===== config.mk =====
export PLATFORM = sky130hd
export DESIGN_NAME = frac_mul_seq
export DESIGN_NICKNAME = d
export VERILOG_FILES = /design/src/rtl/frac_mul_pkg.sv /design/src/rtl/frac_mul_seq.sv
export SDC_FILE = /design/constraint.sdc
export NUM_CORES = 1
export LEC_CHECK = 0
export ABC_AREA = 1
export BUFFER_PORTS_ARGS = -buffer_cell sky130_fd_sc_hd__buf_4
export CAP_MARGIN = 30
export CORE_MARGIN = 2
export CORE_UTILIZATION = 60
export CTS_CLUSTER_SIZE = 28
export DETAILED_ROUTE_END_ITERATION = 10
export HOLD_SLACK_MARGIN = 0.06
export PLACE_DENSITY = 0.88
export SLEW_MARGIN = 0
export SYNTH_ARGS = -nofsm -noshare
export SYNTH_HDL_FRONTEND = slang
export SYNTH_SLANG_ARGS = --single-unit

===== constraint.sdc =====
create_clock -name clk -period 3.9 [get_ports clk]
set_input_delay 0.195 -clock clk [delete_from_list [all_inputs] [get_ports clk]]
set_output_delay 0.195 -clock clk [all_outputs]
set_load 0.01 [all_outputs]

===== src/rtl/frac_mul_pkg.sv =====
// Shared types and helpers for the sequential signed fractional multiplier.
// frac_sat() turns a full-width signed product into a saturated Q1.(n-1) result.
package frac_mul_pkg;

  typedef enum logic [1:0] {IDLE, RUN, WB} mul_state_t;

  localparam int N_DEFAULT = 8;
  localparam int MAX_N     = 32;
  localparam int CNT_W     = $clog2(N_DEFAULT + 1);

  // Counter width for an arbitrary data width w: counts 0..w.
  function automatic int cnt_width(input int w);
    return $clog2(w + 1);
  endfunction

  // p holds a 2w-bit signed product in its low bits. The result is p[2w-2:w-1],
  // clamped when bits 2w-1 and 2w-2 disagree (only -1.0 * -1.0 can cause that).
  function automatic logic [MAX_N-1:0] frac_sat(input logic [2*MAX_N-1:0] p,
                                                input int w);
    logic [2*MAX_N-1:0] one;
    logic [2*MAX_N-1:0] shifted;
    logic [2*MAX_N-1:0] lim;
    logic [1:0]         top2;
    one     = {{(2*MAX_N-1){1'b0}}, 1'b1};
    shifted = p >> (w - 1);
    top2    = 2'(p >> (2 * w - 2));
    lim     = (one << (w - 1)) - one;
    if (top2[1] != top2[0]) shifted = top2[1] ? ~lim : lim;
    return MAX_N'(shifted);
  endfunction

endpackage


===== src/rtl/frac_mul_seq.sv =====
// Sequential signed Q1.(n-1) shift-add multiplier driving the register-file write port.
// Magnitudes are multiplied over n cycles, then the signed product is sliced and saturated.
module frac_mul_seq
  import frac_mul_pkg::*;
#(
  parameter int n = N_DEFAULT
) (
  input  logic         clk,
  input  logic         nReset,
  input  logic         start,
  input  logic [n-1:0] a,
  input  logic [n-1:0] b,
  input  logic [4:0]   rd_in,
  output logic         busy,
  output logic         w,
  output logic [n-1:0] Wdata,
  output logic [4:0]   wr_addr
);

  localparam int CW = cnt_width(n);
  localparam int PW = 2 * MAX_N;

  mul_state_t     state_q, state_d;
  logic [2*n-1:0] acc_q, acc_d;
  logic [2*n-1:0] mcand_q, mcand_d;
  logic [n-1:0]   mplier_q, mplier_d;
  logic [CW-1:0]  cnt_q, cnt_d;
  logic           sign_q, sign_d;
  logic [4:0]     rd_q, rd_d;
  logic           busy_q, busy_d;
  logic           w_q, w_d;
  logic [n-1:0]   wdata_q, wdata_d;
  logic [4:0]     wr_addr_q, wr_addr_d;

  logic [n-1:0]   a_mag, b_mag;
  logic [2*n-1:0] acc_sum, prod;

  always_comb begin
    // NOTE: every variable gets a default first, so no path through the case
    // leaves one unassigned and no latch is inferred.
    state_d   = state_q;
    acc_d     = acc_q;
    mcand_d   = mcand_q;
    mplier_d  = mplier_q;
    cnt_d     = cnt_q;
    sign_d    = sign_q;
    rd_d      = rd_q;
    busy_d    = busy_q;
    w_d       = w_q;
    wdata_d   = wdata_q;
    wr_addr_d = wr_addr_q;

    a_mag   = a[n-1] ? -a : a;
    b_mag   = b[n-1] ? -b : b;
    acc_sum = acc_q + (mplier_q[0] ? mcand_q : '0);
    prod    = sign_q ? -acc_sum : acc_sum;

    case (state_q)
      IDLE: begin
        if (start) begin
          state_d  = RUN;
          acc_d    = '0;
          mcand_d  = {{n{1'b0}}, a_mag};
          mplier_d = b_mag;
          cnt_d    = '0;
          sign_d   = a[n-1] ^ b[n-1];
          rd_d     = rd_in;
          busy_d   = 1'b1;
        end
      end
      RUN: begin
        acc_d    = acc_sum;
        mcand_d  = mcand_q << 1;
        mplier_d = mplier_q >> 1;
        cnt_d    = cnt_q + CW'(1);
        // The last iteration's sum is used directly so the result lands on this edge.
        if (cnt_q == CW'(n - 1)) begin
          state_d   = WB;
          w_d       = 1'b1;
          wdata_d   = n'(frac_sat(PW'(prod), n));
          wr_addr_d = rd_q;
        end
      end
      WB: begin
        state_d = IDLE;
        w_d     = 1'b0;
        busy_d  = 1'b0;
      end
      default: state_d = IDLE;
    endcase
  end

  // NOTE: datapath registers are reset along with control so an aborted
  // operation leaves nothing stale behind for the next one.
  always_ff @(posedge clk or negedge nReset) begin
    if (!nReset) begin
      state_q   <= IDLE;
      acc_q     <= '0;
      mcand_q   <= '0;
      mplier_q  <= '0;
      cnt_q     <= '0;
      sign_q    <= 1'b0;
      rd_q      <= '0;
      busy_q    <= 1'b0;
      w_q       <= 1'b0;
      wdata_q   <= '0;
      wr_addr_q <= '0;
    end else begin
      // NOTE: non-blocking assignments so every flop samples pre-edge values.
      state_q   <= state_d;
      acc_q     <= acc_d;
      mcand_q   <= mcand_d;
      mplier_q  <= mplier_d;
      cnt_q     <= cnt_d;
      sign_q    <= sign_d;
      rd_q      <= rd_d;
      busy_q    <= busy_d;
      w_q       <= w_d;
      wdata_q   <= wdata_d;
      wr_addr_q <= wr_addr_d;
    end
  end

  assign busy    = busy_q;
  assign w       = w_q;
  assign Wdata   = wdata_q;
  assign wr_addr = wr_addr_q;

endmodule


==> impl_metrics.csv, run 1 <==
group,metric,value,unit
yosys,synth.cell_area,0.004349,mm^2
sta,finalCritPeriodShare,79.59,%
floorplanning,ios,39,
floorplanning,start_util,60.94,%
global_route,grt_max_degree,68,
layout,finalNonFillerCells,771,
yosys,synth.area.top_cells,"dfrtp_1, nand2_1, inv_1",
yosys,synth_ff_type,"dfrtp_1",
yosys,netlist.area_leader.share,38.55,%
sta,fin_ws,795.9,ps
hold_path,hold_class,"in -> reg",
yosys,synth_top_area_cell,"dfrtp_1",
power,fin_total_pwr,4.224,mW
clock_tree,htree_num_levels,3,
clock_tree,clk_latency,350,ps
sta,maxSlewViolCount,0,
power,vdd_drop_max,0.4575,mV
place,dp_hpwl,7816,um
yosys,ys_seq_area_share,38.55,%
global_route,grt_util_all_layers,29.12,%
routing,wl_per_cell,13.98,um
place,globalplace.congestion,0.9720,
setup_path,path_class,"reg -> reg",
layout,drive_above_1_share,12.80,%
layout,post-route-cell-area,0.005011,mm^2
routing,drc_errors,0,
clock_tree,cts_root_buf,"clkbuf_8",
clock_tree,cts_sinks,67,
yosys,synth_edf_count,0,
sta,slew_headroom,44.31,%
floorplanning,rows,31,
routing,drt_wl_total,10780,um
yosys,yosysMostFrequentCell,"nand2_1",
layout,antenna_cells,0,
yosys,synthTopCellsByCount,"nand2_1, inv_1, dfrtp_1",
yosys,syn_area_per_cell,6.992,um^2
layout,syn_to_final_growth,15.22,%
place,dp.cells,747,
layout,nFillCells,589,
sta,fmax,322.2,MHz
yosys,yosys_warnings,0,
power,p_leak,2.722,nW
sta,worstMarginPinSlew,835.4,ps
floorplanning,fp.dieH,89.14,um
global_route,grt_pass1_vias,3955,
place,dp_slack,906.4,ps
place,io_buffers,38,
setup_path,crit_path_end_kind,"register",
yosys,async_flop_share,100.0,%
routing,vias_per_cell,5.528,
routing,drtAntennaViolNets,0,
yosys,synth.distinct_cells,34,
routing,num_vias,4262,
global_route,overflow,0,
global_route,grt_pass1_wl,17920,um
yosys,synth_nets,665,
sta,tns,0,ps
floorplanning,die_x,89.14,um
clock_tree,cts_tree,"yes",
setup_path,cp.arrival,3350,ps
clock_tree,cts_buffers,9,
place,placed_area,0.004723,mm^2
clock_tree,cts_setup_buffers,0,
global_route,antenna_found_initial,0,
sta,fin_skew,9.096,ps
flow_run,maxCapViolCount,0,
setup_path,critPathRequiredTime,4140,ps
clock_tree,cts.path.max_buffers,2,
layout,nets,710,
yosys,syn_inst,622,
routing,drt_iter0_markers,377,
sta,rsz0062_at_grt,"false",
status,outcome,"completed",
yosys,ys_ff_latch,67,
sta,setup_viol,0,
floorplanning,dieArea,0.007946,mm^2
sta,hold_viol,0,
sta,fin_crit,3104,ps
setup_path,start_kind,"register",
power,power.density,842.9,mW/mm^2
clock_tree,cts_resized,0,
floorplanning,core_area,0.007137,mm^2
setup_path,critPathMaxFanout,17,
clock_tree,cts.clk_slew.worst_paths,80,ps
routing,firstDrtPassIters,7,
sequential cells by signal (all words and copies together), names as in the netlist, 2 cells and up:
name and cells:
wr_addr 5, mcand_q 16, rd_q 5, acc_q 16
state_q 2, Wdata 8, cnt_q 4, mplier_q 8
report_power, final:
group          switching (mW)  internal, mW  total, mW
sequential              0.235          1.01       1.25
clock                   0.301         0.307      0.608
combinational            1.52         0.846       2.37
total                    2.06          2.16       4.22
routing by layer:
layer	part of all wire (%)	vias to the layer above	global-route usage [%]
met5	0	-	0
met4	2.3	0	10.04
met3	7.4	31	3.878
met2	49	198	48.42
met1	41	1965	39.45
li1	-	2068	-
path summary, 6_finish.rpt:
kind | from | slack (ps) | endpoint | cells after the start
max in group asynchronous | nReset | 2860 | mplier_q[0]$_DFFE_PN0P_ | 2
worst max-delay path | mplier_q[0]$_DFFE_PN0P_ | 800 | Wdata[6]$_DFFE_PN0P_ | 18
worst min-delay path | a[3] | 140 | mcand_q[3]$_DFFE_PN0P_ | 4
min in group asynchronous | nReset | 480 | acc_q[10]$_DFFE_PN0P_ | 2
worst max register to register | mplier_q[0]$_DFFE_PN0P_ | 800 | Wdata[6]$_DFFE_PN0P_ | 18
worst min register to register | wr_addr[2]$_DFFE_PN0P_ | 500 | wr_addr[2]$_DFFE_PN0P_ | 2
critical path, stage by stage (launching register included):
cell     delay, ps
dfrtp_1        560
nand2_1        120
inv_1           40
ha_1           240
fa_1           460
nand3_1        160
nand2_1        100
nand3_1        120
nand4_1        100
nand2_1        150
nand2_1        100
nor2_1         140
nand3_1        110
nand3_1        110
nand2_2        110
nor2_4         190
nor2_1          60
nor2_1         100
nor2_1          40
cell usage in the layout, fill, tap and decap left out, drive strengths merged, types with 2 or more instances in the layout:
master and n:
nand2 203, inv 98, dfrtp 67, nor2 64, o21ai 48, nand3 44
buf 41, ha 18, xor2 10, a21oi 10, nand4 10, clkbuf 9
o22ai 8, a22oi 8, dlygate4sd3 8, nor3 5, clkinv 4, xnor2 3
a32o 2, and2 2, o211ai 2
through the flow:
stage	utilization, %	hold WS, ps
floorplan	-	-100.6
global placement	66.18	338.8
detailed placement	66.18	342.0
CTS	70.21	122.5
global route	70.21	152.7
finish	70.21	135.8
logic make-up (layout without fill, tap and decap cells):
logic type,after synthesis,after routing,synth area share (%)
DFF,67,67,38.55
buffers and inverters,112,162,9.753
adders and majority gates,19,19,5.639
AOI/OAI and AO/OA,82,82,10.82
and+or+nand+nor,329,329,32.62
xor gates and xnor gates,13,13,2.618
what timing repair did:
item | in CTS | in global routing
hold buffers | 8 | 0
hold endpoints to repair | 73 | 0
setup endpoints to repair | 0 | 0
area by class of cell:
| class | instances | area, um^2 | area share (%) |
|---|---|---|---|
| multi-input combinational | 443 | 2251 | 44.92 |
| clock buffer | 9 | 123.9 | 2.472 |
| tap | 99 | 123.9 | 2.472 |
| timing repair buffer | 49 | 387.9 | 7.740 |
| sequential | 67 | 1677 | 33.46 |
| inverter | 97 | 364.1 | 7.266 |
| clock inverter | 7 | 83.83 | 1.673 |
Note: power is estimated with default switching activity, not from simulation.
==> run 2: changes to the inputs <==
ABC_AREA = 0   (was 1)
CORE_UTILIZATION = 54   (was 60)
PLACE_DENSITY = 0.85   (was 0.88)
clock period = 2.62 ns   (was 3.9 ns; I/O delays follow)
==> run 2 against run 1 <==
Net effect:
- the flow now finishes with violations (setup timing)
- global-route usage up 0.65 points
- sequential share of layout area fell by 3.1 points
- wire length grew 9.2%
- via count shrank 5.8%
- critical path depth shrank 5
- largest cell class unchanged
- highest routed layer unchanged
==> impl_metrics.csv, run 2 <==
group,metric,value,unit
setup_path,start_kind,"register",
place,dp_hpwl,7252,um
clock_tree,htree_num_levels,3,
layout,nFillCells,488,
layout,drive_above_1_share,30.81,%
setup_path,cp.arrival,3680,ps
routing,met2_length,5920,um
clock_tree,cts.path.max_buffers,2,
hold_path,worstHoldStart,"b[6]",
setup_path,slowest_stage,"dfrtp_1",
setup_path,r2r_setup_slack,-820,ps
global_route,grt_pass1_wl,19730,um
power,fin_total_pwr,7.432,mW
power,p_leak,2.721,nW
layout,final_core_utilization,75.72,%
routing,wl_met3,654,um
floorplanning,core_area,0.007292,mm^2
sta,finalCritPeriodShare,131.2,%
yosys,synth.distinct_cells,62,
routing,vias_per_cell,5.906,
routing,drtAntennaViolNets,0,
setup_path,critPathLaunch,"mplier_q[0]$_DFFE_PN0P_",
sta,fin_crit,3437,ps
hold_path,hold_class,"in -> reg",
setup_path,crit_family,"compound AO/OA/AOI/OAI gates",
sta,rsz0062_at_grt,"true",
power,p_sw,3.307,mW
place,globalplace.congestion,0.9727,
setup_path,r2r-start,"mplier_q[0]$_DFFE_PN0P_",
clock_tree,cts_root_buf,"clkbuf_8",
routing,m1WireLength,4770,um
setup_path,path_buf_inv,1,
clock_tree,cts_sinks,67,
yosys,async_flop_share,100.0,%
sta,maxSlewViolCount,0,
layout,nets,619,
setup_path,critPathRequiredTime,2860,ps
setup_path,max_stage_delay,410,ps
power,p_int,4.125,mW
yosys,synth_ff_type,"dfrtp_1",
layout,post-route-cell-area,0.005522,mm^2
layout,final_common_cell,"buf_4",
sta,slew_headroom,44.58,%
yosys,syn_inst,462,
setup_path,crit_path_end_kind,"register",
floorplanning,die_x,90.97,um
yosys,synthTopCellsByCount,"nand2_1, dfrtp_1, o21ai_0",
yosys,ys_ff_latch,67,
power,power.density,1346,mW/mm^2
power,power.share.clock,12.4,%
yosys,synth_top_area_cell,"dfrtp_1",
sta,setup_viol,11,
floorplanning,rows,31,
floorplanning,ios,39,
routing,drt_iter0_markers,333,
status,outcome,"finished, violations left",
layout,regArea,0.001677,mm^2
routing,wl_per_cell,17.32,um
global_route,grt_pass1_vias,4043,
place,io_buffers,38,
sta,fin_ws,-816.5,ps
floorplanning,start_util,56.01,%
yosys,yosysMostFrequentCell,"nand2_1",
layout,final_cell_mix,"buf_4, nand2_1, dfrtp_1",
routing,num_vias,4016,
power,pwr-share-seq,24.6,%
floorplanning,dieArea,0.008275,mm^2
routing,firstDrtPassIters,5,
setup_path,critPathMaxFanout,5,
yosys,synth.area.top_cells,"dfrtp_1, nand2_1, ha_1",
status,violations,"setup timing",
yosys,synth_nets,505,
power,switching_share,44.50,%
global_route,antenna_found_initial,0,
sta,fmax,291.0,MHz
sta,hold_ws,67.76,ps
setup_path,crit_chain,"and2_4, ha_4, fa_2, a21o_1, a221oi_4, buf_6, o211ai_4, and3_4, or3_4, a21o_1, mux2_4, and3_4, a211o_1",
clock_tree,cts_buffers,9,
yosys,netlist.area_leader.share,41.05,%
place,placed_area,0.004990,mm^2
power,vdd_drop_max,1.076,mV
sta,fin_skew,10.43,ps
global_route,overflow,0,
routing,drc_errors,0,
layout,antenna_cells,0,
yosys,synth_edf_count,0,
floorplanning,fp.dieH,90.97,um
layout,multi_input_area,0.002501,mm^2
clock_tree,cts_tree,"yes",
yosys,yosys_warnings,0,
layout,top_regs,"acc_q: 16 flops, mcand_q: 16 flops",
routing,drt_wl_total,11780,um
clock_tree,clk_latency,360,ps
yosys,ys_seq_area_share,41.05,%
flow_run,maxCapViolCount,0,
yosys,syn_area_per_cell,8.840,um^2
setup_path,path_class,"reg -> reg",
power,comb_power_share,62.9,%
global_route,grt_util_all_layers,29.77,%
clock_tree,cts.clk_slew.worst_paths,90,ps
sta,hold_viol,0,
routing,top_layer,"met4",
sta,worstMarginPinSlew,831.4,ps
layout,syn_to_final_growth,35.20,%
global_route,grt_max_degree,68,
yosys,synth.cell_area,0.004084,mm^2
sta,tns,-6242,ps
-- run 2: cell count changes in the layout (fill, tap and decap cells not counted), moves of 8 or more --
cell,delta
nand3_1,-8
and3_1,+8
nor2_1,-38
nand4_1,-8
buf_4,+72
a21o_1,+8
and2_1,+15
nand2_2,-17
nand2_1,-98
o21ai_0,-16
xnor2_1,+9
inv_1,-81
-- run 2: kinds of logic after synthesis --
kind of cell | Yosys count | share of synthesized area, %
muxes | 6 | 1.654
DFF | 67 | 41.05
adders and majority gates | 20 | 6.250
buffers and inverters | 32 | 3.156
xor gates and xnor gates | 30 | 6.618
and+or+nand+nor | 204 | 23.84
AOI/OAI and AO/OA | 103 | 17.43
-- run 2: tightest hold or removal path: cells and delay by family --
family | cells | cell delay, ps
compound gates | 1 | 60
buf+inv | 1 | 90
simple gates | 2 | 100
-- run 2: layout make-up --
| type | instances | share of cell area, % |
|---|---|---|
| timing repair buffer | 125 | 17.68 |
| clock inverter | 7 | 1.496 |
| multi-input combinational | 363 | 45.30 |
| inverter | 10 | 0.6798 |
| tap | 99 | 2.243 |
| sequential | 67 | 30.36 |
| clock buffer | 9 | 2.243 |
-- run 2: path summary, 6_finish.rpt --
check                                               end  cells after the start
worst max-delay path               Wdata[6]$_DFFE_PN0P_                     13
worst min-delay path            mplier_q[7]$_DFFE_PN0P_                      4
worst max register to register     Wdata[6]$_DFFE_PN0P_                     13
worst min register to register   wr_addr[1]$_DFFE_PN0P_                      2
max in group asynchronous          cnt_q[3]$_DFFE_PN0P_                      2
min in group asynchronous       mplier_q[6]$_DFFE_PN0P_                      2
-- run 2: power groups by stage --
stage / registers [mW] / logic [mW] / clock network [mW]
finish: 1.83 / 4.68 / 0.925
global route: 1.88 / 5.03 / 0.992
CTS: 1.82 / 4.41 / 0.938
detailed placement: 1.81 / 4.03 / 0
global placement: 1.79 / 3.87 / 0
floorplan: 1.80 / 2.34 / 0
-- run 2: stage by stage --
step | worst slack, ps | cells
2_1_floorplan | -882.8 | 462
3_3_place_gp | -731.6 | 649
3_5_place_dp | -825.7 | 649
4_1_cts | -754.4 | 679
5_1_grt | -937.8 | 680
6_report | -816.5 | 680
-- run 2: routing by layer --
layer / vias to the layer above / GRT usage (%)
li1: 1853 / -
met1: 1924 / 38.28
met2: 188 / 49.94
met3: 51 / 5.394
met4: 0 / 11.87
met5: - / 0
-- run 2: what timing repair did --
item                       in CTS  in global routing
gates resized for setup        33                  4
hold buffers                    6                  0
buffers inserted                8                  1
hold endpoints to repair       72                  0
pin swaps                      24                  7
setup endpoints to repair      12                 14
gates cloned                    0                  0
==> run 3: changes to the inputs <==
BUFFER_PORTS_ARGS = not set   (was -buffer_cell sky130_fd_sc_hd__buf_4)
CORE_UTILIZATION = 58   (was 54)
DONT_BUFFER_PORTS = 1   (was not set)
PLACE_DENSITY = 0.84   (was 0.85)
==> run 3 against run 2 <==
Net effect:
- largest cell class unchanged
- register-to-register slack got worse by 60 ps
- clock power about the same
- clock-buffer cell count unchanged
- the flow still finishes with violations (setup timing)
==> impl_metrics.csv, run 3 (synthesized netlist as in run 2, its figures left out) <==
group,metric,value,unit
status,outcome,"finished, violations left",
status,violations,"setup timing",
clock_tree,cts.path.max_buffers,2,
sta,slew_headroom,62.27,%
floorplanning,dieArea,0.007728,mm^2
layout,final_cell_mix,"nand2_1, buf_4, dfrtp_1",
floorplanning,ios,39,
power,p_leak,2.665,nW
routing,wl_per_cell,20.46,um
global_route,grt_pass1_wl,19680,um
floorplanning,die_x,87.91,um
setup_path,crit_path_end_kind,"register",
power,power.share.clock,12.1,%
sta,fmax,286.3,MHz
setup_path,critPathRequiredTime,2870,ps
global_route,antenna_found_initial,0,
layout,syn_to_final_growth,35.42,%
power,vdd_drop_max,0.9007,mV
layout,nFillCells,344,
setup_path,start_kind,"register",
clock_tree,cts.clk_slew.worst_paths,80,ps
layout,antenna_cells,0,
place,dp_slack,-824.4,ps
clock_tree,cts_tree,"yes",
floorplanning,fp.dieH,87.91,um
place,dp_hpwl,6980,um
routing,drt_iter0_markers,486,
global_route,grt_max_degree,68,
layout,final_core_utilization,81.40,%
place,globalplace.congestion,0.9056,
routing,drc_errors,0,
sta,fin_ws,-873.1,ps
sta,fin_crit,3493,ps
power,pwr-share-seq,25.4,%
hold_path,hold_class,"in -> reg",
routing,vias_per_cell,6.348,
setup_path,cp.arrival,3740,ps
sta,finalCritPeriodShare,133.3,%
global_route,grt_util_all_layers,33.52,%
routing,drtAntennaViolNets,0,
sta,tns,-7027,ps
floorplanning,start_util,60.11,%
global_route,grt_pass1_vias,4096,
routing,drt_wl_total,13630,um
layout,final_common_cell,"nand2_1",
power,comb_power_share,62.5,%
sta,rsz0062_at_grt,"true",
power,p_sw,3.494,mW
routing,num_vias,4228,
setup_path,critPathMaxFanout,16,
floorplanning,core_area,0.006794,mm^2
clock_tree,htree_num_levels,3,
global_route,overflow,0,
floorplanning,rows,30,
power,power.density,1377,mW/mm^2
sta,maxSlewViolCount,0,
power,p_int,4.120,mW
power,switching_share,45.89,%
layout,drive_above_1_share,27.37,%
sta,setup_viol,13,
sta,fin_skew,12.82,ps
layout,top_regs,"acc_q: 16 flops, mcand_q: 16 flops",
layout,nets,608,
clock_tree,cts_sinks,67,
sta,worstMarginPinSlew,551.6,ps
clock_tree,cts_root_buf,"clkbuf_8",
sta,hold_viol,0,
setup_path,path_class,"reg -> reg",
sta,hold_ws,79.90,ps
clock_tree,clk_latency,360,ps
clock_tree,cts_buffers,9,
place,io_buffers,0,
flow_run,maxCapViolCount,0,
routing,firstDrtPassIters,5,
run 3: cell count changes in the layout (fill, tap and decap cells not counted), sizes merged:
| cell | previous run | this run |
|---|---|---|
| inv | 14 | 12 |
| clkinvlp | 2 | 1 |
| buf | 119 | 87 |
| clkinv | 0 | 3 |
| dlygate4sd3 | 6 | 27 |
run 3: final timing paths:
| check | from | end | slack (ps) | cells past startpoint |
|---|---|---|---|---|
| worst min register to register | rd_q[2]$_DFFE_PN0P_ | wr_addr[2]$_DFFE_PN0P_ | 490 | 2 |
| worst max-delay path | mplier_q[0]$_DFFE_PN0P_ | Wdata[6]$_DFFE_PN0P_ | -870 | 14 |
| max in group asynchronous | nReset | Wdata[7]$_DFFE_PN0P_ | 2020 | 2 |
| worst max register to register | mplier_q[0]$_DFFE_PN0P_ | Wdata[6]$_DFFE_PN0P_ | -870 | 14 |
| worst min-delay path | b[7] | mplier_q[6]$_DFFE_PN0P_ | 80 | 3 |
| min in group asynchronous | nReset | mplier_q[7]$_DFFE_PN0P_ | 310 | 2 |
run 3: metrics by stage:
| step | instances | cell area [um^2] | power (mW) |
|---|---|---|---|
| 4_1_cts | 664 | 5390 | 6.970 |
| 5_1_grt | 666 | 5530 | 7.995 |
| 3_5_place_dp | 612 | 4731 | 5.625 |
| 3_3_place_gp | 612 | 4731 | 5.447 |
| 6_report | 666 | 5530 | 7.614 |
| 2_1_floorplan | 462 | 4130 | 4.141 |
run 3: cell type report:
cell class                 count  area, um^2  share of cell area [%]
tap                           96       120.1                   2.172
sequential                    67        1677                   30.32
multi-input combinational    363        2519                   45.54
inverter                      10       37.54                  0.6787
clock inverter                 7       83.83                   1.516
timing repair buffer         114       969.7                   17.53
clock buffer                   9       123.9                   2.240
run 3: layer usage:
layer	part of all wire, %	up-vias	GRT usage [%]
met4	5.4	0	16.92
met5	0	-	0
li1	-	1835	-
met2	50	250	58.20
met1	38	2063	38.98
met3	6.5	80	7.352
run 3: what timing repair did:
| item | 4_1_cts | 5_1_grt |
|---|---|---|
| setup endpoints to repair | 11 | 14 |
| endpoints found under the hold margin | 89 | 0 |
| pin swaps | 14 | 14 |
| hold buffers | 28 | 0 |
| resized for setup | 23 | 27 |
| setup buffers | 8 | 3 |
run 3: power groups by stage:
| stage | registers [mW] | clock network, mW | logic, mW |
|---|---|---|---|
| 2_1_floorplan | 1.80 | 0 | 2.34 |
| 3_3_place_gp | 1.87 | 0 | 3.57 |
| 3_5_place_dp | 1.89 | 0 | 3.74 |
| 4_1_cts | 1.88 | 0.916 | 4.18 |
| 5_1_grt | 1.97 | 0.968 | 5.05 |
| 6_report | 1.93 | 0.924 | 4.76 |
run 3: worst max-delay path, stage by stage (launching register included):
cell	delay, ps
dfrtp_1	410
buf_6	150
and2_1	150
ha_1	280
buf_4	150
o211ai_1	290
o21bai_4	130
o2111a_1	270
o211ai_1	280
o211ai_1	190
buf_4	210
nor4_4	270
nand4b_1	170
o21ai_2	110
a211o_1	320
